`src/rtl/spi_slave_cfg.sv`:
```
// SPI slave with configurable mode, bit order and word length. SCK, select and MOSI
// are oversampled in the clk domain; TX data goes through a one-entry holding buffer.
module spi_slave_cfg #(
  parameter int                DATA_W    = 8,
  parameter bit                CPOL      = 1'b0,
  parameter bit                CPHA      = 1'b0,
  parameter bit                MSB_FIRST = 1'b1,
  parameter logic [DATA_W-1:0] FILL      = '1
) (
  input  logic              clk,
  input  logic              rst_n,
  input  logic              sck,
  input  logic              ssel_n,
  input  logic              mosi,
  output logic              miso,
  output logic              miso_oe,
  input  logic [DATA_W-1:0] tx_data,
  input  logic              tx_valid,
  output logic              tx_ready,
  output logic [DATA_W-1:0] rx_data,
  output logic              rx_valid,
  output logic              tx_underrun,
  output logic              busy
);

  localparam int              CNT_W    = (DATA_W > 2) ? $clog2(DATA_W) : 1;
  localparam logic [CNT_W-1:0] LAST_BIT = CNT_W'(DATA_W - 1);

  typedef enum logic {
    IDLE   = 1'b0,
    ACTIVE = 1'b1
  } state_t;

  state_t              state;
  logic [CNT_W-1:0]    bitcnt;
  logic [DATA_W-1:0]   rx_sr;
  logic [DATA_W-1:0]   tx_sr;
  logic [DATA_W-1:0]   buf_data;
  logic                buf_full;

  logic [2:0]          sck_sync;
  logic [2:0]          ssel_sync;
  logic [1:0]          mosi_sync;

  logic                sck_chg;
  logic                lead_edge;
  logic                trail_edge;
  logic                sample_edge;
  logic                shift_edge;
  logic                ssel_fall;
  logic                ssel_rise;
  logic                mosi_s;
  logic                word_start;
  logic                load;
  logic                handshake;
  logic [DATA_W-1:0]   rx_next;
  logic [DATA_W-1:0]   tx_shifted;

  // Synchronizer stage: sck/ssel_n use three flops so edges can be taken from [2:1]
  always_ff @(posedge clk or negedge rst_n) begin
    if (!rst_n) begin
      sck_sync  <= {3{CPOL}};
      ssel_sync <= 3'b111;
      mosi_sync <= 2'b00;
    end else begin
      sck_sync  <= {sck_sync[1:0], sck};
      ssel_sync <= {ssel_sync[1:0], ssel_n};
      mosi_sync <= {mosi_sync[0], mosi};
    end
  end

  assign sck_chg     = sck_sync[2] ^ sck_sync[1];
  assign lead_edge   = sck_chg && (sck_sync[1] != CPOL);
  assign trail_edge  = sck_chg && (sck_sync[1] == CPOL);
  assign sample_edge = CPHA ? trail_edge : lead_edge;
  assign shift_edge  = CPHA ? lead_edge : trail_edge;
  assign ssel_fall   = ssel_sync[2] && !ssel_sync[1];
  assign ssel_rise   = !ssel_sync[2] && ssel_sync[1];
  assign mosi_s      = mosi_sync[1];

  // bitcnt is back at 0 only after a completed word, so a shift edge seen there
  // marks the start of the next word for both phases.
  assign word_start = (state == ACTIVE) && !ssel_rise && shift_edge && (bitcnt == '0);
  assign load       = CPHA ? word_start : (((state == IDLE) && ssel_fall) || word_start);
  assign handshake  = tx_valid && !buf_full;

  assign rx_next    = MSB_FIRST ? {rx_sr[DATA_W-2:0], mosi_s} : {mosi_s, rx_sr[DATA_W-1:1]};
  assign tx_shifted = MSB_FIRST ? {tx_sr[DATA_W-2:0], 1'b0} : {1'b0, tx_sr[DATA_W-1:1]};

  // Frame control, shift registers and TX buffer
  always_ff @(posedge clk or negedge rst_n) begin
    if (!rst_n) begin
      state       <= IDLE;
      bitcnt      <= '0;
      rx_sr       <= '0;
      tx_sr       <= '0;
      buf_data    <= '0;
      buf_full    <= 1'b0;
      rx_data     <= '0;
      rx_valid    <= 1'b0;
      tx_underrun <= 1'b0;
    end else begin
      rx_valid    <= 1'b0;
      tx_underrun <= 1'b0;

      // A load sees the buffer as it was before any same-cycle handshake
      if (load) begin
        tx_sr       <= buf_full ? buf_data : FILL;
        tx_underrun <= !buf_full;
      end
      if (handshake) begin
        buf_data <= tx_data;
        buf_full <= 1'b1;
      end else if (load) begin
        buf_full <= 1'b0;
      end

      case (state)
        IDLE: begin
          if (ssel_fall) begin
            state  <= ACTIVE;
            bitcnt <= '0;
          end
        end
        ACTIVE: begin
          if (ssel_rise) begin
            state  <= IDLE;
            bitcnt <= '0;
            tx_sr  <= '0;
          end else begin
            if (sample_edge) begin
              rx_sr <= rx_next;
              if (bitcnt == LAST_BIT) begin
                bitcnt   <= '0;
                rx_data  <= rx_next;
                rx_valid <= 1'b1;
              end else begin
                bitcnt <= bitcnt + 1'b1;
              end
            end
            if (shift_edge && !load) begin
              tx_sr <= tx_shifted;
            end
          end
        end
        default: state <= IDLE;
      endcase
    end
  end

  assign miso     = MSB_FIRST ? tx_sr[DATA_W-1] : tx_sr[0];
  assign miso_oe  = (state == ACTIVE);
  assign busy     = (state == ACTIVE);
  assign tx_ready = !buf_full;

endmodule

```
`config.mk`:
```
export PLATFORM = sky130hd
export DESIGN_NAME = spi_slave_cfg
export DESIGN_NICKNAME = d
export VERILOG_FILES = /design/src/rtl/spi_slave_cfg.sv
export SDC_FILE = /design/constraint.sdc
export NUM_CORES = 1
export LEC_CHECK = 0
export ABC_AREA = 1
export BUFFER_PORTS_ARGS = -buffer_cell sky130_fd_sc_hd__buf_2
export CORE_UTILIZATION = 40
export DETAILED_ROUTE_END_ITERATION = 6
export GPL_TIMING_DRIVEN = 1
export PLACE_DENSITY = 0.58
export SYNTH_ARGS = -nofsm -noshare
export SYNTH_HDL_FRONTEND = slang
export SYNTH_SLANG_ARGS = --single-unit
```
`constraint.sdc`:
```
create_clock -name clk -period 1.8 [get_ports clk]
set_clock_uncertainty 0.1 [all_clocks]
set_input_delay 0.18 -clock clk [delete_from_list [all_inputs] [get_ports clk]]
set_output_delay 0.18 -clock clk [all_outputs]
set_load 0.02 [all_outputs]
```
==> results of run 1 <==
[routing by layer]
layer	vias up	part of all wire (%)
li1	642	-
met1	591	49
met2	24	45
met3	4	4.1
met4	0	1.5
met5	-	0
[cell usage in the layout (no fill, tap or decap), types with 3 or more instances in the layout]
master / instances
inv_1: 10
mux2_2: 13
inv_2: 3
ha_1: 3
dlygate4sd3_1: 4
nand3_1: 3
dfstp_2: 3
nor2_1: 13
buf_2: 27
nand2_1: 53
clkbuf_8: 5
nand2_2: 4
dfrtp_1: 43
o21ai_0: 19
[registers in the layout (all words and copies together), names as in the netlist]
signal,cells
bitcnt,3
buf_data,8
buf_full,1
busy,1
mosi_sync,2
rx_data,8
rx_sr,7
rx_valid,1
sck_sync,3
ssel_sync,3
tx_sr,8
tx_underrun,1
[where the power goes]
part           total (W)  leakage (nW)  switching [W]  internal, W
logic           0.000708         0.575       0.000397     0.000311
clock network   0.000592        0.0438       0.000331     0.000261
registers        0.00149         0.574       0.000165      0.00132
total            0.00279          1.19       0.000893      0.00190
[stage by stage]
stage	total power [W]	util, %	setup WS (ns)	hold WS (ns)	area (µm²)
floorplan	0.00202	-	0.311	-0.216	1880
global placement	0.00217	46.6	0.175	0.0575	2070
detailed placement	0.00221	46.6	0.115	0.0730	2070
CTS	0.00282	49.2	0.0973	0.00557	2190
global route	0.00301	49.4	0.0419	0.00580	2190
finish	0.00279	49.4	0.185	0.0136	2190
[worst paths after layout]
check | end | slack [ns]
min in group asynchronous | rx_data[7]$_DFFE_PN0P_ | 0.28
max in group asynchronous | ssel_sync[2]$_DFF_PN1_ | 0.73
setup / recovery | tx_sr[0]$_DFF_PN0_ | 0.18
hold / removal | buf_data[3]$_DFFE_PN0P_ | 0.01
setup reg to reg | tx_sr[0]$_DFF_PN0_ | 0.18
hold reg to reg | mosi_sync[1]$_DFF_PN0_ | 0.26
[synthesized netlist by cell type (all sizes together)]
cell	instances
buf	4
nand4	1
a21oi	2
nand3b	1
nor2	15
ha	3
inv	13
dfrtp	43
o21ai	20
mux2	13
and2	1
nand3	3
nand2	59
dfstp	3
[cell families after synthesis]
group / count (synthesis) / synth area share [%]
mux: 13 / 7.77
flops: 46 / 61.3
fa+ha+maj: 3 / 1.99
simple gates: 80 / 18.7
compound gates: 22 / 5.84
buf+inv: 17 / 4.45
[critical path, cell delays in order, from the launching register on]
cell and delay (ns):
dfrtp_1 0.37, inv_1 0.07, ha_1 0.19, inv_1 0.05
nor2_1 0.03, nand2_1 0.05, nand2_1 0.07, nand2_4 0.18
nand2_2 0.06, nand2_1 0.07, nand2_2 0.10, and2_1 0.16
[cell type report]
type                    instances  area, µm²
clock buffers                   5       68.8
clock inverters                 2       10.0
fillers                       422       2250
inverters                      13       48.8
multi-input cells             118        651
flip-flops and latches         46       1150
well taps                      52       65.1
repair buffers                 32        195
[repair_timing]
action                                 in CTS  in global routing
hold buffers                                4                  0
resized for setup                           0                  2
endpoints found under the hold margin      23                  0
setup endpoints to repair                   0                  8
==> metrics, run 1 <==
outcome=completed; maximum fanout along the worst path=20; PD cells=1270 nW/µm²; full die area=4990 µm²; n_diodes=0; CTS sink cnt=46; layout cells sized above 1=28.7%; Distinct cells, synth=22; row cnt=24; maxcap violations=0; vias per inst=4.71; routed wire length=3.26 mm; hold-critical path depth=2; GR peak layer=met2; Synth-to-Final Area Change=16.4%; GPL Wtd Cong=0.794; Hold Violations, Final=0; syn nets=approximately 200; P_leak=1.19 nW; Nets=233; I/O Buffers=27; RSZ-0062 raised after global routing=false; chip height=70.6 µm; clock transition at the registers of the reported paths=0.09 ns; Antenna Nets Post-Route=0; Slew @ Worst Pin=between 0.4 and 0.5 ns; drt drc=0; worst reg2reg path depth=11; First-pass DRT Iterations=4; critical path launch point=bitcnt[0]$_DFFE_PN0P_; H-tree depth=2; warnings from Yosys=0; GRT overflow=0; initial detailed-routing violation count=58; critical path capture point type=flop; root buffer cell=clkbuf_8; maximum vdd drop=0.610 mV; M1 GR Usage=19.8%; non-filler instance count after layout=268; fin crit period=roughly 1.6 ns; final setup violation count=0; Skew-Pair Late Insertion Delay=0.30 ns; top-area cell type share of the netlist area=57.1%; TritonCTS clock tree=yes; deepest clock path buffer count=2; Critical R2R Launch=bitcnt[0]$_DFFE_PN0P_; Post-Synthesis Cells=~180; Tot GR Track Use=15.0%; met2 usage=23.7%; Avg Cell Area, Syn=10.4 µm²; Core ar.=4440 µm²; worst hold path class=in2reg; WL per Instance=~12 µm; first-pass GRT wire length=5.82 mm; Data arrival, critical path=1.70 ns; period utilization=89.7%; CTS buffer count=5; vias in the first global route=1308; sequential-to-total area share from yosys stat=about 61%; area leader, netlist=dfrtp_1; Crit path required time=1.88 ns; Cells after DPL=257; postcts setup bufs=0; headroom to the max-slew limit=67.1%; max-slew violations=0; num ports=28; top cells by area, synth=dfrtp_1 (57%), nand2_1 (11%), mux2_2 (7.8%); setup_tns=0 ns; critical path class=reg2reg; Hold Crit Start=tx_data[3]; grt met3 use=4.70%; post-DP HPWL=around 2.3 mm; register bit total from synthesis=46; DIE WIDTH=70.6 µm; pin count of the biggest net entering global routing=27; Via Count=around 1300; Max Clk Rate=619 MHz; initial antenna violation count=0; Setup crit start kind=flop; Netlist Area Pre-Place=about 1900 µm²; Starting Density=42.4%
Note: power is estimated with default switching activity, not from simulation.
==> run 2, diff against run 1 <==
- CAP_MARGIN: default -> 20
- CELL_PAD_IN_SITES_DETAIL_PLACEMENT: default -> 2
- CELL_PAD_IN_SITES_GLOBAL_PLACEMENT: default -> 2
- CORE_UTILIZATION: 40 -> 35
- PLACE_DENSITY: 0.58 -> 0.76
==> run 2 against run 1 <==
  * Global-route usage grew 2.3 points
  * First-iteration DRC count shrank 14%
  * Flip-flop and latch count is the same
  * Sequential power is essentially flat
  * Worst setup slack lost 0.10 ns
  * Combinational power grew 11%
  * Fmax shrank 6.0%
  * Critical path depth is the same
  * Cell area grew 3.5%
  * Via count grew 7.1%
  * Critical path type unchanged
  * Highest routed layer unchanged
==> metrics, run 2 (synthesized netlist as in run 1, its figures left out) <==
full die area=5680 µm² (+14%); Hold Violations, Final=0 (unchanged); Tot GR Track Use=17.4% (+2.3 points); Top delay family on crit path=simple AND/OR/NAND/NOR gates; most frequent cells in the layout=nand2_1 (52), dfrtp_1 (43), buf_2 (27), o21ai_0 (17); Skew-Pair Late Insertion Delay=0.29 ns (about the same); final setup violation count=0 (unchanged); num ports=28 (unchanged); First-pass DRT Iterations=2 (-2); Nets=235 (+0.86%); H-tree depth=2 (unchanged); initial detailed-routing violation count=50 (-14%); P_leak=1.21 nW (+1.8%); registers with the most flip-flops=buf_data x8, rx_data x8, tx_sr x8; Top cell by count, worst path=nand2_1; outcome=completed; slowest CP cell=dfrtp_1; Core ar.=5140 µm² (+16%); most common cell after layout, fill and taps aside=nand2_1; Synth-to-Final Area Change=20.5%; maximum fanout along the worst path=10 (-50%); period utilization=95.4% (+5.7 points); DIE WIDTH=75.4 µm (+6.7%); met2 routed WL=2.38 mm (+62%); max layer used=met4; Crit path required time=1.89 ns (about the same); worst path bufs/invs=2 (unchanged); max-slew violations=0 (unchanged); met1 WL=1.92 mm (+20%); dpl ws=0.0248 ns (-0.0898 ns); PD cells=1350 nW/µm² (+6.0%); pin count of the biggest net entering global routing=26 (-3.7%); I/O Buffers=27 (unchanged); Filler Cell Count=595 (+41%); fin crit period=1.72 ns (+0.103 ns); critical path capture point type=flop; n_diodes=0 (unchanged); postcts setup bufs=0 (unchanged); Register Area=1150 µm² (unchanged); chip height=75.4 µm (+6.7%); setup_tns=0 ns (unchanged); Starting Density=36.7% (-5.7 points); WL per Instance=15.4 µm (+27%); maxcap violations=0 (unchanged); worst hold path class=in2reg; Data arrival, critical path=1.80 ns (+0.10 ns); clock transition at the registers of the reported paths=0.09 ns (about the same); maximum vdd drop=0.583 mV (-4.5%); post-route cell area=2270 µm² (+3.5%); layout cells sized above 1=29.2% (+0.52 points); row cnt=26 (+8.3%); Setup crit start kind=flop; initial antenna violation count=0 (unchanged); CTS buffer count=5 (unchanged); post-DP HPWL=3.14 mm (+38%); multi-input logic area=664 µm² (+2.1%); vias per inst=4.67 (-0.65%); critical path class=reg2reg; root buffer cell=clkbuf_8; CTS sink cnt=46 (unchanged); routed wire length=4.45 mm (+37%); Max Clk Rate=582 MHz (-6.0%); WL met3=130 µm (-2.3%); Slew @ Worst Pin=0.520 ns (+0.0264 ns); Area after DPL=2090 µm² (+1.1%); Via Count=1351 (+7.1%); delay of the slowest critical-path stage=0.39 ns (+0.02 ns); Antenna Nets Post-Route=0 (unchanged); final total power=0.00306 W (+9.7%); GPL Wtd Cong=0.707 (-11%); worst setup margin=0.0823 ns (-0.103 ns); TritonCTS clock tree=yes; vias in the first global route=1494 (+14%); hold slack=0.0157 ns (+0.00207 ns); first-pass GRT wire length=7.27 mm (+25%); drt drc=0 (unchanged); GRT overflow=0 (unchanged); headroom to the max-slew limit=65.3% (-1.8 points); deepest clock path buffer count=2 (unchanged); critical path cell sequence=inv_1 -> ha_1 -> inv_1 -> nor2_1 -> nand2_1 -> nand2_2 -> nand2_2 -> nand2_1 -> o21ai_0 -> nand2_1 -> nand2_1
-- run 2: what timing repair did --
action                     CTS  global route
pin swaps                    0             1
setup endpoints to repair    2             8
hold buffers                 5             0
gates resized for setup      1             5
gates cloned                 0             1
hold endpoints to repair    25             0
-- run 2: layout make-up --
cell class	count	share of cell area, %
clock inverter	2	1.65
timing repair buffer	33	9.04
inverter	13	2.15
sequential	46	50.9
tap	70	3.86
multi-input combinational	119	29.3
clock buffer	6	3.20
-- run 2: per-stage QoR --
step           instances  utilization, %
2_1_floorplan        181               -
3_3_place_gp         275            40.7
3_5_place_dp         275            40.7
4_1_cts              288            43.9
5_1_grt              289            44.2
6_report             289            44.2
-- run 2: power breakdown --
part	total [W]	internal (W)	switching (W)
clock network	0.000757	0.000414	0.000343
logic	0.000787	0.000318	0.000468
registers	0.00152	0.00133	0.000191
-- run 2: path summary, 6_finish.rpt --
path	startpoint	end	slack, ns	depth (start not counted)
setup / recovery	bitcnt[0]$_DFFE_PN0P_	tx_sr[7]$_DFF_PN0_	0.08	11
hold / removal	tx_data[7]	buf_data[7]$_DFFE_PN0P_	0.02	2
setup reg to reg	bitcnt[0]$_DFFE_PN0P_	tx_sr[7]$_DFF_PN0_	0.08	11
hold reg to reg	mosi_sync[0]$_DFF_PN0_	mosi_sync[1]$_DFF_PN0_	0.26	0
max in group asynchronous	rst_n	ssel_sync[1]$_DFF_PN1_	0.70	3
min in group asynchronous	rst_n	rx_data[7]$_DFFE_PN0P_	0.29	2
-- run 2: per-layer routing --
layer | track usage [%] | vias up
met5 | 0 | -
met4 | 4.32 | 0
met3 | 4.10 | 2
met2 | 30.3 | 21
met1 | 22.0 | 674
li1 | - | 654
